`src/rtl/seg_pkg.sv`:
```
// Shared constants, scan-state encoding and the per-digit display helper
// for the BCD counter / multiplexed 7-segment scan driver.
`timescale 1ns/1ps
package seg_pkg;
   localparam int         NUM_DIGITS = 4;
   localparam logic [3:0] BLANK_CODE = 4'hF;

   typedef enum logic [1:0] {
      DIG0 = 2'd0,
      DIG1 = 2'd1,
      DIG2 = 2'd2,
      DIG3 = 2'd3
   } scan_state_e;

   // Nibble to show for one digit position; a digit is blank only when it and every
   // digit above it are zero, so the ones digit is always shown.
   function automatic logic [3:0] digit_nibble(input logic [15:0] cnt,
                                               input scan_state_e st,
                                               input logic        blank_en);
      logic [3:0] nib;
      logic       upper_zero;
      nib        = cnt[3:0];
      upper_zero = 1'b0;
      case (st)
         DIG0: begin
            nib        = cnt[3:0];
            upper_zero = 1'b0;
         end
         DIG1: begin
            nib        = cnt[7:4];
            upper_zero = (cnt[15:4] == 12'd0);
         end
         DIG2: begin
            nib        = cnt[11:8];
            upper_zero = (cnt[15:8] == 8'd0);
         end
         DIG3: begin
            nib        = cnt[15:12];
            upper_zero = (cnt[15:12] == 4'd0);
         end
         default: begin
            nib        = cnt[3:0];
            upper_zero = 1'b0;
         end
      endcase
      return (blank_en && upper_zero) ? BLANK_CODE : nib;
   endfunction
endpackage

```
`src/rtl/bcd_digit.sv`:
```
// One decimal decade (0-9) with carry in/out; chained to build the BCD counter.
`timescale 1ns/1ps
module bcd_digit (
   input  logic       clk,
   input  logic       rst_n,
   input  logic       clr,
   input  logic       cin,
   output logic [3:0] q,
   output logic       cout
);
   logic [3:0] q_q, q_d;

   assign cout = cin && (q_q == 4'd9);
   assign q    = q_q;

   always_comb begin
      q_d = q_q;
      if (clr) begin
         q_d = 4'd0;
      end else if (cin) begin
         q_d = (q_q >= 4'd9) ? 4'd0 : q_q + 4'd1;
      end
   end

   always_ff @(posedge clk or negedge rst_n) begin
      if (!rst_n) q_q <= 4'd0;
      else        q_q <= q_d;
   end
endmodule

```
`src/rtl/bcd_scan_driver.sv`:
```
// Four-decade BCD up-counter with a multiplexed digit scanner: a prescaler paces a
// DIG0..DIG3 ring, and the selected digit's nibble is registered alongside its select.
`timescale 1ns/1ps
module bcd_scan_driver
   import seg_pkg::*;
#(
   parameter int SCAN_DIV = 1000,
   parameter bit BLANK_LZ = 1'b1
) (
   input  logic        clk,
   input  logic        rst_n,
   input  logic        inc,
   input  logic        clr,
   output logic [15:0] count,
   output logic [3:0]  digit_data,
   output logic [3:0]  digit_sel,
   output logic        ovf
);
   localparam int            PW         = (SCAN_DIV > 2) ? $clog2(SCAN_DIV) : 1;
   localparam logic [PW-1:0] PRESC_LAST = PW'(SCAN_DIV - 1);

   logic [NUM_DIGITS:0] carry;
   logic [PW-1:0]       presc_q, presc_d;
   logic                ovf_q, ovf_d;
   logic                adv;
   scan_state_e         state_q, state_d;
   logic [3:0]          sel_q, sel_d;
   logic [3:0]          data_q, data_d;

   assign carry[0] = inc;

   for (genvar g = 0; g < NUM_DIGITS; g++) begin : g_digit
      bcd_digit u_digit (
         .clk  (clk),
         .rst_n(rst_n),
         .clr  (clr),
         .cin  (carry[g]),
         .q    (count[4*g +: 4]),
         .cout (carry[g+1])
      );
   end

   // Carry out of the top decade is the 9999 -> 0000 wrap; clear suppresses it.
   assign ovf_d   = carry[NUM_DIGITS] & ~clr;
   assign adv     = (presc_q == PRESC_LAST);
   assign presc_d = adv ? '0 : presc_q + 1'b1;

   always_ff @(posedge clk or negedge rst_n) begin
      if (!rst_n) state_q <= DIG0;
      else        state_q <= state_d;
   end

   always_comb begin
      state_d = state_q;
      if (adv) begin
         case (state_q)
            DIG0:    state_d = DIG1;
            DIG1:    state_d = DIG2;
            DIG2:    state_d = DIG3;
            DIG3:    state_d = DIG0;
            default: state_d = DIG0;
         endcase
      end
   end

   // Select and data both come from the upcoming state so they switch on the same edge.
   always_comb begin
      sel_d  = 4'b0001 << state_d;
      data_d = digit_nibble(count, state_d, BLANK_LZ);
   end

   always_ff @(posedge clk or negedge rst_n) begin
      if (!rst_n) begin
         presc_q <= '0;
         ovf_q   <= 1'b0;
         sel_q   <= 4'b0001;
         data_q  <= 4'h0;
      end else begin
         presc_q <= presc_d;
         ovf_q   <= ovf_d;
         sel_q   <= sel_d;
         data_q  <= data_d;
      end
   end

   assign ovf        = ovf_q;
   assign digit_sel  = sel_q;
   assign digit_data = data_q;
endmodule
```
`config.mk`:
```
export PLATFORM = sky130hd
export DESIGN_NAME = bcd_scan_driver
export DESIGN_NICKNAME = d
export VERILOG_FILES = /design/src/rtl/seg_pkg.sv /design/src/rtl/bcd_digit.sv /design/src/rtl/bcd_scan_driver.sv
export SDC_FILE = /design/constraint.sdc
export NUM_CORES = 1
export LEC_CHECK = 0
export ABC_AREA = 0
export ABC_CLOCK_PERIOD_IN_PS = 4150
export CAP_MARGIN = 0
export CORE_MARGIN = 2
export CORE_UTILIZATION = 58
export CTS_CLUSTER_SIZE = 24
export DETAILED_ROUTE_END_ITERATION = 16
export PLACE_DENSITY = 0.93
export SYNTH_ARGS = -nofsm -noshare
export SYNTH_HDL_FRONTEND = slang
export SYNTH_SLANG_ARGS = --single-unit
```
`constraint.sdc`:
```
create_clock -name clk -period 4.15 [get_ports clk]
set_input_delay 0.415 -clock clk [delete_from_list [all_inputs] [get_ports clk]]
set_output_delay 0.415 -clock clk [all_outputs]
set_load 0.1 [all_outputs]
```
Word level (Yosys, flattened, before mapping)
Index checks and enable logic that the tools add are counted.

Register bits: 37. Input bits: 4. Output and inout bits: 25. Logic and storage cells: 63.

Add/sub/neg operators: 5. $lt $le $gt $ge: 4. Equal/unequal tests: 11. Shift operators: 1. Multiplexer cells: 18. Bitwise operators: 2. Reductions and logical operators: 13.

Operators by type and width (count): two-way mux 4 bit (13); adder 4 x 1 -> 4 bit, second input constant (4); == test 4 bit, second input constant (4); greater-or-equal comparator 4 bit, second input constant (4); case mux 4 bit (4 select lines) (1); zero test 12 bit (1); adder 10 x 1 -> 10 bit, second input constant (1); == test 10 bit, second input constant (1); two-way mux 10 bit (1); == test 2 bit, second input constant (4); zero test 8 bit (1); case mux 2 bit (4 select lines) (1); nonzero test 2 bit (4); == test 2 x 1 -> 1 bit, second input constant (2); logical AND 1 bit (4); zero test 2 bit (2); zero test 4 bit (1); case mux 1 bit (4 select lines) (1); left shift 1 x 2 -> 4 bit, first input constant (1); two-way mux 2 bit (1); bitwise AND 1 bit (1); NOT 1 bit (1).

Depth between registers and ports, before layout
Gate-level depths: netlist (run 1).

Depth in word-level cells: 6. Depth in mapped cells: 8.

Hierarchy
From an unflattened synthesis (run 1), not the netlist that was laid out.

Cells, all modules: 218. Area, all modules: 2213.4 sq um.

By module, submodules not included: bcd_scan_driver (instances 1, cells each 110, area each 1137.3 sq um, sequential area each 526.8 sq um); bcd_digit (instances 4, cells each 27, area each 269.0 sq um, sequential area each 100.1 sq um).

Worst setup path before layout (run 1)
OpenSTA, ideal clock, no wires.

Path type: register to register. Start: register g_digit[1].u_digit.q_q[1]. End: register g_digit[1].u_digit.q_q[2]. Library setup time: 70 ps. Arrival time: 2495 ps. Path slack: 1586 ps. Cell stages (with the launch flop): 7. Buffers on the path: 0. Period minus slack after synthesis: 2564 ps. Cell sequence: dfrtp_1 > inv_1 > ha_1 > or3b_1 > a21o_1 > or4b_1 > nand2_1.

Word-level cells in the longest chain between the ends: 4. Elaborated cells between the ends (all ways): 5. Classes of those cells: add/sub: 1; order compare: 1; mux: 3.

Ends and longest elaborated chain: start, declared (RTL line bcd_digit.sv:11) `logic [3:0] q_q, q_d;`; start signal, assigned (RTL line bcd_digit.sv:27) `else q_q <= q_d;`; adder 4 x 1 -> 4 bit or greater-or-equal comparator 4 bit (tied branches) (RTL line bcd_digit.sv:21) `q_d = (q_q >= 4'd9) ? 4'd0 : q_q + 4'd1;`; two-way mux 4 bit * (RTL line bcd_digit.sv:21); two-way mux 4 bit * (RTL line bcd_digit.sv:20) `end else if (cin) begin`; two-way mux 4 bit * (RTL line bcd_digit.sv:18) `if (clr) begin`.

Mark *: on every way between the ends. The rest lies on a longest branch, timed or not. The select of a mux whose other input is x is not followed. A chain may end at the register's enable or synchronous reset.

Worst setup path in the final report (run 1)
Start: register g_digit[1].u_digit.q_q[2]. End: output count[6].

RTL lines: end, declared (RTL line bcd_scan_driver.sv:14) `output logic [15:0] count,`.

No word-level cell between the ends.

==> impl_summary.md, run 1 <==
Run status
The flow ran to the end, and the final reports show no timing, DRC or antenna violations.

CTS
For this design, the sink count on the clock tree is 37. The cell sitting at the root of the clock tree is a sky130_fd_sc_hd__clkbuf_8. After clock tree synthesis, the clock-pin slew on the worst setup and hold paths is 0.07 ns. Clock tree synthesis inserted a total of 5 buffers.

The number of gates resized after CTS was 0. Hold repair after CTS inserted 0 buffers. The number of buffers between clock root and the deepest sink is 2. After clock tree synthesis, the setup repair step added 0 buffers. TritonCTS built the clock tree. The H-tree was split into 2 levels. For the worst-skew pair, the clock arrives at the later sink with an insertion delay of 0.30 ns.

Global routing
Entering global routing, the biggest net connects 38 pins. The number of antenna violations at the first check in global routing is 0. The number of global-route vias before repair is 1583. Global routing consumed, over all layers together, 22.7% of the routing resources. The first global-routing pass estimated 7.34 mm of wire. The remaining global-route overflow is 0.

Route
The routed length on met1 is 1.92 mm. After the first detailed-routing iteration, the DRC count stood at 128. Across all layers, the routed design uses 1788 vias.

The wire length on met2 is 2.23 mm. In the routed design, unresolved DRC markers number 0. In the final routed layout, each cell accounts on average for 15.2 µm.

The remaining antenna violation count is 0. The routed design uses 302 µm of met3 wire. The uppermost layer routed is met4. In the routed layout, each cell is associated on average with a via count of 6.00. Summed over all layers, the routed wires come to 4.52 mm. The pre-antenna-repair detailed-routing pass consisted of 5 iterations.

Synthesis
The post-synthesis cell type count is 62. The number of instances in the synthesized netlist is 219. For this run, asynchronously set or reset flops after synthesis account for 100%.

After synthesis, flip-flops and latches occupy 41.4% of the total area. The area share of the largest cell type after synthesis is 40.2%. The most used flip-flop cell after synthesis is sky130_fd_sc_hd__dfrtp_1. The post-synthesis register bit count is 37. The post-synth net total is 241.

The synthesized design contains 0 enable-type register cells. Dividing the synthesized area by the synthesized cell count gives 10.2 µm². sky130_fd_sc_hd__dfrtp_1 takes more of the synthesized area than any other cell. By area the synthesized netlist is led by sky130_fd_sc_hd__dfrtp_1 40%, sky130_fd_sc_hd__ha_1 10%, sky130_fd_sc_hd__o21ai_0 3.8%. Sorting the synthesized cells by how often they occur yields 36 x sky130_fd_sc_hd__dfrtp_1, 20 x sky130_fd_sc_hd__nor2_1, 18 x sky130_fd_sc_hd__ha_1, 18 x sky130_fd_sc_hd__nand2_1, 17 x sky130_fd_sc_hd__o21ai_0. The cell area after synthesis is 2240 µm². The count of synthesis-stage warnings from yosys is 0. The most numerous cell in the Yosys netlist is sky130_fd_sc_hd__dfrtp_1.

Final layout
The design area is 2650 µm². The number of standard cells in the layout, taps in and fillers out is 298. For this run, the post-layout net count is 271.

The relative area change from synthesis to final layout is 18.1%. After filler insertion, the fill cell instance count of the layout stands at 281. The count of inserted antenna diode cells is 0. The ratio of cells with drive above 1 in the final layout is 13.2%.

Worst setup path
The worst setup path is launched from a flip-flop. The number of buffers and inverters on the critical path is 1. The highest net fanout along the worst path is 9. The critical path start-end classification is reg2out. The dominant delay contributor by cell family on the critical path is buffers and inverters. STA classifies the critical path endpoint as a primary output.

The data required time of the critical path is 3.73 ns. The longest individual stage delay on the worst path is 1.19 ns. The data arrival time at the worst-slack endpoint is 2.00 ns. The critical path goes through clkdlybuf4s50_1. On the critical path, the stage with the largest delay is an instance of sky130_fd_sc_hd__clkdlybuf4s50_1.

Timing
At the pin with the least slew margin, the transition time is 0.989 ns. The upper clock frequency limit is 0.414 GHz. Headroom to the max-slew limit came out at 33.9%. The number of failing hold endpoints at the final stage is 0.

The clock arrives with 0.00805 ns of skew. The worst path in the final design needs a cycle of 2.41 ns, including I/O delays and setup. The final count of pins violating max slew was 0. Setup repair after global routing left no endpoint under its margin. The count of endpoints failing setup in the final report is 0. The least setup slack across all paths after layout is 1.74 ns. The part of the cycle the worst path needs is 58.2%. Final hold analysis gives a worst-case slack of 0.183 ns. Adding up every negative setup slack in the final design gives 0 ns.

Placed design
Summing all placed instances gives a cell area of 2540 µm². The worst setup slack before clock tree synthesis is 1.86 ns. The number of buffers added on ports is 28.

The number of placed instances, taps included, is 290. Detailed placement ended at an HPWL of 3.38 mm. The routability congestion estimate from global placement is 0.840.

Power
The leakage power is 1.22 nW. The maximum vdd ir drop is 0.251 mV. In this run the power density over the cells is 287 nW/µm².

Min path
In this run the worst hold path is classified as in2async.

Floorplan
The die is 66.2 µm tall. During I/O placement, the number of pins put on the boundary was 29. The area of the die is 4380 µm².

After floorplanning, the core was sized to cover 3690 µm². For this configuration, the core starts out at a cell density of 60.8%. The number of rows created at floorplan is 22. The die boundary width is 66.2 µm.

Flow run
Across the run, the number of max-cap violations was 0.
-- layout by cell type (no fill, tap or decap), types with 4 or more instances in the layout --
cell type,synthesis,layout
sky130_fd_sc_hd__nor2b_1,5,5
sky130_fd_sc_hd__o21ai_0,17,17
sky130_fd_sc_hd__clkbuf_8,0,7
sky130_fd_sc_hd__ha_1,18,18
sky130_fd_sc_hd__nand3_1,8,8
sky130_fd_sc_hd__and3_1,5,5
sky130_fd_sc_hd__inv_1,10,10
sky130_fd_sc_hd__dfrtp_1,36,36
sky130_fd_sc_hd__nand2_1,18,18
sky130_fd_sc_hd__a21oi_1,5,5
sky130_fd_sc_hd__clkdlybuf4s50_1,0,27
sky130_fd_sc_hd__nor2_1,20,20
sky130_fd_sc_hd__xor2_1,4,4
-- state kept, by name, indices dropped and copies added (netlist names) --
name               count
digit_data             4
digit_sel              4
g_digit.u_digit.q     16
ovf                    1
presc_q               10
state_q                2
-- area by class of cell --
| type | count | area, µm² | share of cell area (%) |
|---|---|---|---|
| Clock inverter | 1 | 5.00 | 0.189 |
| Inverter | 12 | 47.5 | 1.80 |
| Timing Repair Buffer | 28 | 275 | 10.4 |
| Clock buffer | 7 | 96.3 | 3.64 |
| Tap cell | 48 | 60.1 | 2.27 |
| Sequential cell | 37 | 927 | 35.0 |
| Multi-Input combinational cell | 165 | 1230 | 46.7 |
-- per-layer routing --
layer | vias up | track usage (%)
met1 | 867 | 29.5
met4 | 0 | 8.93
met5 | - | 0
li1 | 850 | -
met2 | 62 | 35.9
met3 | 9 | 6.47
-- path summary, 6_finish.rpt --
path,start,to,slack (ns),depth (start not counted)
setup / recovery,g_digit[1].u_digit.q[2],count[6],1.74,1
setup reg to reg,presc_q[0],digit_data[0],1.85,6
hold / removal,rst_n,presc_q[4],0.18,1
max in group asynchronous,rst_n,presc_q[2],3.45,1
hold reg to reg,presc_q[0],presc_q[0],0.49,1
min in group clk,presc_q[0],presc_q[0],0.49,1
-- where the power goes --
group,switching (mW),total [mW],internal [mW]
clock network,0.125,0.275,0.150
registers,0.00910,0.376,0.367
logic,0.0792,0.108,0.0290
-- stage by stage --
step,utilization [%],total power [mW]
4_1_cts,71.7,0.762
2_1_floorplan,-,0.459
3_5_place_dp,69.0,0.491
6_report,71.7,0.759
3_3_place_gp,69.0,0.490
5_1_grt,71.7,0.787
-- cells by family (layout without fill, tap and decap cells) --
| logic type | count (synthesis) | count (layout) | synth area share (%) |
|---|---|---|---|
| buf+inv | 17 | 48 | 3.52 |
| xor+xnor | 6 | 6 | 2.35 |
| mux | 1 | 1 | 0.447 |
| fa+ha+maj | 18 | 18 | 10.1 |
| simple gates | 90 | 90 | 24.9 |
| flops | 37 | 37 | 41.4 |
| compound gates | 50 | 50 | 17.4 |
Power figures use the tool's default switching activity.
==> inputs of run 2 (changes only) <==
--- a/config.mk
+++ b/config.mk
@@ -6,13 +6,13 @@
 export NUM_CORES = 1
 export LEC_CHECK = 0
 export ABC_AREA = 0
-export ABC_CLOCK_PERIOD_IN_PS = 4150
+export ABC_CLOCK_PERIOD_IN_PS = 2450
 export CAP_MARGIN = 0
 export CORE_MARGIN = 2
-export CORE_UTILIZATION = 58
+export CORE_UTILIZATION = 55
 export CTS_CLUSTER_SIZE = 24
 export DETAILED_ROUTE_END_ITERATION = 16
-export PLACE_DENSITY = 0.93
+export PLACE_DENSITY = 0.89
 export SYNTH_ARGS = -nofsm -noshare
 export SYNTH_HDL_FRONTEND = slang
 export SYNTH_SLANG_ARGS = --single-unit
==> constraint.sdc (replaced) <==
create_clock -name clk -period 2.45 [get_ports clk]
set_input_delay 0.245 -clock clk [delete_from_list [all_inputs] [get_ports clk]]
set_output_delay 0.245 -clock clk [all_outputs]
set_load 0.1 [all_outputs]
==> impl_summary.md, run 2 (synthesized netlist as in run 1, its figures left out) <==
Run status
Outcome: finished, final reports clean (unchanged).

Final layout
The most common cell after layout, fill and taps aside is sky130_fd_sc_hd__dfrtp_1 (unchanged). The count of inserted antenna diode cells is 0 (unchanged). The flip-flop count of the largest register after layout came to 16 (unchanged). The number of nets in the finished design is 272 (was 271). The fill cell total of the finished layout is 317 (was 281). The ratio of cells with drive above 1 in the final layout is 24.7% (was 13.2%). Leading cell types in the layout, fill and taps excluded: 31 x sky130_fd_sc_hd__dfrtp_1, 26 x sky130_fd_sc_hd__buf_4, 20 x sky130_fd_sc_hd__nor2_1, 18 x sky130_fd_sc_hd__nand2_1, 18 x sky130_fd_sc_hd__ha_1 (was 36 x sky130_fd_sc_hd__dfrtp_1, 27 x sky130_fd_sc_hd__clkdlybuf4s50_1, 20 x sky130_fd_sc_hd__nor2_1, 18 x sky130_fd_sc_hd__nand2_1, 18 x sky130_fd_sc_hd__ha_1). The area of combinational cells with multiple inputs is 1230 µm² (unchanged). The sequential cell area in the final layout is 933 µm² (was 927 µm²). The relative area change from synthesis to final layout is 15.5% (was 18.1%). The number of standard cells in the layout, taps in and fillers out came to 301 (was 298).

Floorplan
The count of boundary I/O pins is 29 (unchanged). The area inside the core boundary is 3970 µm² (was 3690 µm²). The die boundary width came to 67.8 µm (was 66.2 µm). The starting density of the core was 56.4% (was 60.8%). The area of the die came to 4600 µm² (was 4380 µm²). The height of the die is 67.8 µm (was 66.2 µm).

The number of rows created at floorplan is 23 (was 22).

Timing
The worst max-slew margin expressed relative to the limit is 47.6% (was 33.9%). Based on the critical path, the design can be clocked at up to 0.473 GHz. The total negative slack came to 0 ns (unchanged). The count of endpoints failing setup in the final report is 0 (unchanged). The least setup slack across all paths after layout was 0.335 ns (was 1.74 ns). Dividing the final minimum period by the clock period gives 86.3%.

The clock skew is 0.00982 ns (was 0.00805 ns). RSZ-0062 raised after global routing: false (unchanged). The number of failing hold endpoints at the final stage was 0 (unchanged). The clock period could shrink to 2.11 ns. The transition time of the tightest slew-check pin is 0.785 ns (was 0.989 ns). The final count of pins violating max slew is 0 (unchanged).

Worst setup path
The longest individual stage delay on the worst path came to 0.50 ns (was 1.19 ns). The data arrival time at the worst-slack endpoint is 2.27 ns (was 2.00 ns). The critical path start-end classification was reg2reg (was reg2out). The path length in cells of the critical path came to 7 (was 1). The nature of the critical path endpoint is a flip-flop (was primary output). The sort of element at the start of the critical path is a flip-flop (unchanged). The data required time of the critical path came to 2.61 ns (was 3.73 ns). Cell-by-cell listing of the critical path: inv_1 > ha_1 > nor2_1 > nand4_2 > and3_1 > a2111oi_2 > a221oi_2 (was clkdlybuf4s50_1). The worst path buffer plus inverter count is 1 (unchanged). The cell with the biggest individual delay on the critical path is sky130_fd_sc_hd__dfrtp_1 (was sky130_fd_sc_hd__clkdlybuf4s50_1). The dominant delay contributor by cell family on the critical path is simple AND/OR/NAND/NOR gates (was buffers and inverters). The worst reg-to-reg path cell count was 7 (was 6). The highest net fanout along the worst path was 6 (was 9).

CTS
The H-tree depth is 2 (unchanged). The number of buffers added for setup after CTS is 0 (unchanged). The clock buffer count from CTS is 5 (unchanged). The number of buffers between clock root and the deepest sink is 2 (unchanged).

The root buffer cell is sky130_fd_sc_hd__clkbuf_8 (unchanged). The clock tree from TritonCTS is yes (unchanged). The post-cts resize count is 0 (unchanged). The clock-pin slew reported for the worst setup and hold paths after clock tree synthesis is 0.07 ns (about the same). The total number of clock tree sinks is 37 (unchanged). The number of hold-repair buffers added at the cts stage was 0 (unchanged). The insertion delay of the later-clocked pin in the worst-skew pair is 0.29 ns (was 0.30 ns).

Route
The number of iterations in the first detailed-routing pass is 4 (was 5). The violation count after the first detailed-routing iteration came to 103 (was 128). The via density per instance is 5.87 (was 6.00). The detailed-route DRC error count is 0 (unchanged).

The total length of routed wires is 4.38 mm (was 4.52 mm). The count of vias placed by the detailed router is 1767 (was 1788). The per-cell routed wire length is 14.6 µm (was 15.2 µm). The remaining antenna violation count is 0 (unchanged).

Global routing
The wire length of the first global-routing pass is 7.20 mm (was 7.34 mm). The remaining global-route overflow is 0 (unchanged). The maximum number of pins on one net before global-route repair is 38 (unchanged).

The number of antenna violations at the first check in global routing is 0 (unchanged). The number of global-route vias before repair is 1537 (was 1583). The global-route usage over all layers is 20.9% (was 22.7%).

Placed design
The worst setup slack before clock tree synthesis is 0.409 ns (was 1.86 ns). The routability congestion estimate from global placement is 0.910 (was 0.840). The number of cells after detailed placement was 293 (was 290). The number of buffers added on ports was 28 (unchanged). The HPWL reported at the end of detailed placement was 3.29 mm (was 3.38 mm).

Power
The maximum vdd ir drop was 0.405 mV (was 0.251 mV). The total power divided by cell area was 483 nW/µm² (was 287 nW/µm²). The leakage power is 1.26 nW (was 1.22 nW).

Min path
The worst min-delay path category is in2async (unchanged).

Flow run
The count of maximum capacitance violations is 0 (unchanged).
run 2: metrics by stage:
stage	power [mW]	cell area [µm²]	hold slack (ns)	utilization [%]
floorplan	0.778	2250	-0.0506	-
global placement	0.825	2500	0.377	62.9
detailed placement	0.829	2500	0.380	62.9
CTS	1.26	2590	0.0605	65.2
global route	1.30	2590	0.100	65.2
finish	1.25	2590	0.0338	65.2
run 2: path summary, 6_finish.rpt:
check,from,end,slack [ns]
setup / recovery,state_q[1],digit_data[2],0.34
hold / removal,rst_n,state_q[0],0.03
setup reg to reg,state_q[1],digit_data[2],0.34
hold reg to reg,presc_q[0],presc_q[0],0.50
max in group asynchronous,rst_n,g_digit[0].u_digit.q[1],1.87
min in group clk,presc_q[0],presc_q[0],0.50
run 2: layer usage:
layer / up-vias / routed length (µm) / track usage, %
met5: - / 0 / 0
li1: 855 / - / -
met1: 861 / 2040 / 30.3
met3: 4 / 222 / 4.93
met4: 0 / 41 / 6.75
met2: 47 / 2080 / 30.9
run 2: worst register-to-register path, delay by kind of cell, from the launching register on:
| family | cells | cell delay [ns] |
|---|---|---|
| DFF | 1 | 0.50 |
| and+or+nand+nor | 3 | 0.78 |
| buffers and inverters | 1 | 0.08 |
| adders and majority gates | 1 | 0.20 |
| AOI/OAI and AO/OA | 2 | 0.44 |
run 2: power by group:
part / total, mW / leakage, nW / switching, mW / internal, mW
sequential: 0.638 / 0.486 / 0.0150 / 0.623
combinational: 0.179 / 0.728 / 0.134 / 0.0452
clock: 0.435 / 0.0455 / 0.206 / 0.229
run 2: layout make-up:
| type | count | share of cell area [%] |
|---|---|---|
| Sequential cell | 37 | 36.1 |
| Tap cell | 50 | 2.42 |
| Timing Repair Buffer | 29 | 8.51 |
| Inverter | 12 | 1.84 |
| Multi-Input combinational cell | 165 | 47.7 |
| Clock buffer | 8 | 3.48 |
